**config.mk**
```make
export PLATFORM = sky130hd
export DESIGN_NAME = popcount32
export DESIGN_NICKNAME = d
export VERILOG_FILES = /design/src/rtl/popcount32.sv
export SDC_FILE = /design/constraint.sdc
export NUM_CORES = 1
export LEC_CHECK = 0
export ABC_AREA = 1
export CAP_MARGIN = 5
export CORE_AREA = 3 3 49 51
export DETAILED_ROUTE_END_ITERATION = 8
export DIE_AREA = 0 0 52 54
export PLACE_DENSITY = 0.86
export SETUP_SLACK_MARGIN = 0.3
export SKIP_LAST_GASP = 1
export SLEW_MARGIN = 30
export SYNTH_ARGS = -nofsm -noshare
export SYNTH_HDL_FRONTEND = slang
export SYNTH_SLANG_ARGS = --single-unit
```
**constraint.sdc**
```tcl
create_clock -name vclk -period 11.8
set_input_delay 2.95 -clock vclk [all_inputs]
set_output_delay 2.95 -clock vclk [all_outputs]
set_load 0.02 [all_outputs]
```
**src/rtl/popcount32.sv**
```systemverilog
// Combinational ones count of a 32-bit word.
module popcount32 (
    input  logic [31:0] data_i,
    output logic [5:0]  count_o
);

    always_comb begin
        count_o = '0;
        for (int i = 0; i < 32; i++) begin
            count_o = count_o + 6'(data_i[i]);
        end
    end

endmodule

```
==> metrics.md <==
| Metric | Value |
|---|---|
| Synth Warn # | `0` |
| P&R area growth vs syn | `51.2%` |
| IO buf count | `38` |
| Syn Area/Cell | `8.90 um2` |
| Rel. slew slack | `between 80% and 90%` |
| Wire per inst | `about 11 um` |
| Seq Cell Count | `0` |
| Final setup violation count | `0` |
| Initial DRC Count | `3` |
| CTS resizes | `0` |
| Drt pass-1 iters | `2` |
| Mapped Area | `between 800 and 900 um2` |
| Cts hold-fix bufs | `0` |
| Post-CTS Setup Bufs | `0` |
| Total Routing Usage GR | `a little over an eighth` |
| CP arrival | `8170 ps` |
| Largest net degree at the start of global routing | `7` |
| Achievable Freq | `~90 MHz` |
| Layout cells sized above 1 | `0.775%` |
| Die Y-Extent | `54 um` |
| Final net count | `about 190` |
| Core region area | `0.00198 mm2` |
| Compound-Gate Fraction of Synth Area | `under 10%` |
| IO Pins | `38` |
| Routability Congestion | `around 0.68` |
| Post-Route WL | `1720 um` |
| Ant diodes | `0` |
| Cell variety after synth | `9` |
| Fin. Hold Viols | `0` |
| Total negative slack | `0 ps` |
| Mux contribution to synthesized area | `0%` |
| First-pass GRT wire length | `between 2000 and 3000 um` |
| Least-Margin Pin Slew | `approximately 220 ps` |
| WS Path Type | `in -> out` |
| Via Count | `670` |
| Number of global-route vias before repair | `around 700` |
| Initial Util | `40.8%` |
| Grt ovf | `0` |
| Crit-path max FO | `3` |
| Largest family of logic cells by synthesized area | `adder cells` |
| Max-slew violation count | `0` |
| Post-DP HPWL | `around 1700 um` |
| ANT nets after route | `0` |
| Max-capacitance violation count | `0` |
| Tcrit/Tclk final | `about 94%` |
| Die X | `roughly 52 um` |
| Cells after synthesis | `91` |
| Post-Syn Nets | `about 150` |
| Synth Area in Adders | `between 70% and 80%` |
| Initial antenna violation count | `0` |
| Data required, critical path | `roughly 9000 ps` |
| Vias/cell | `between 4 and 5` |
| Register area | `0 um2` |
| Post-Synth Simple-Gate Area | `10.4%` |
| Type of origin of the critical path | `primary input` |
| Sequential area share after synthesis | `0%` |
| Die area | `approximately 0.0028 mm2` |
| # rows | `16` |
| Drt drc | `0` |
| XOR/XNOR Fraction of Synth Area | `1.08%` |
| Crit path time final | `approximately 11,000 ps` |
| RSZ-0062 raised after global routing | `no` |
| Clkbuf count | `0` |
| Setup crit end kind | `primary output` |
| Worst hold-check path type | `in -> out` |
| Outcome | `completed` |
==> routing by layer <==
metal  part of all wire, %  vias up  GRT usage [%]
met5                     0        -              0
li1                      -      330              -
met4                     0        0              0
met2                    62       26           31.6
met1                    32      314           12.5
met3                   6.4        0           1.11
==> metrics by stage <==
step	instances	util, %	hold WS (ps)	setup slack [ps]	instance area [um2]
after global routing	156	61.7	7120	412	1220
after floorplan	91	-	6110	1810	810
after global placement	156	61.7	7080	781	1220
after CTS	156	61.7	7090	628	1220
after detailed placement	156	61.7	7080	638	1220
final	156	61.7	7080	684	1220
==> cell type report <==
cell class | instances | area, um2
fillers | 173 | 758
inverters | 37 | 139
multi-input cells | 54 | 671
well taps | 27 | 33.8
repair buffers | 38 | 380
==> critical path: stages <==
cell             delay, ps
clkdlybuf4s50_1        460
inv_1                   50
fa_1                   520
inv_1                   50
fa_1                   520
fa_1                   460
fa_1                   510
fa_1                   530
inv_1                   50
fa_1                   420
inv_1                   60
ha_1                   190
inv_1                   70
fa_1                   400
inv_1                   80
nand2_1                 50
nand2_1                 60
nand3_1                 60
nand2_1                 70
clkdlybuf4s50_1        600
==> placed cells by master (no fill, tap or decap) <==
cell	n
inv_2	1
clkdlybuf4s50_1	38
nand3_1	7
fa_1	24
a21oi_1	2
xnor2_1	1
ha_1	7
nand2_1	11
nor2_1	2
inv_1	36
==> synth_stat cells <==
cell type   n  share of area [%]
xnor2_1     1                1.1
nand2_1    11                5.1
inv_2       1               0.46
nor2_1      2               0.93
inv_1      36                 17
fa_1       24                 59
a21oi_1     2                1.2
ha_1        7                 11
nand3_1     7                4.3
==> path summary, 6_finish.rpt <==
check  startpoint    endpoint  depth (start not counted)
max     data_i[0]  count_o[4]                         20
min     data_i[2]  count_o[0]                          3
==> kinds of logic after synthesis <==
kind of cell             after synthesis
AO/OA/AOI/OAI                          2
XOR/XNOR                               1
adder cells (fa/ha/maj)               31
buffers and inverters                 37
AND/OR/NAND/NOR                       20
Power is not shown: default switching activity piles up to over one toggle a cycle in this logic, so the estimate is an artifact.
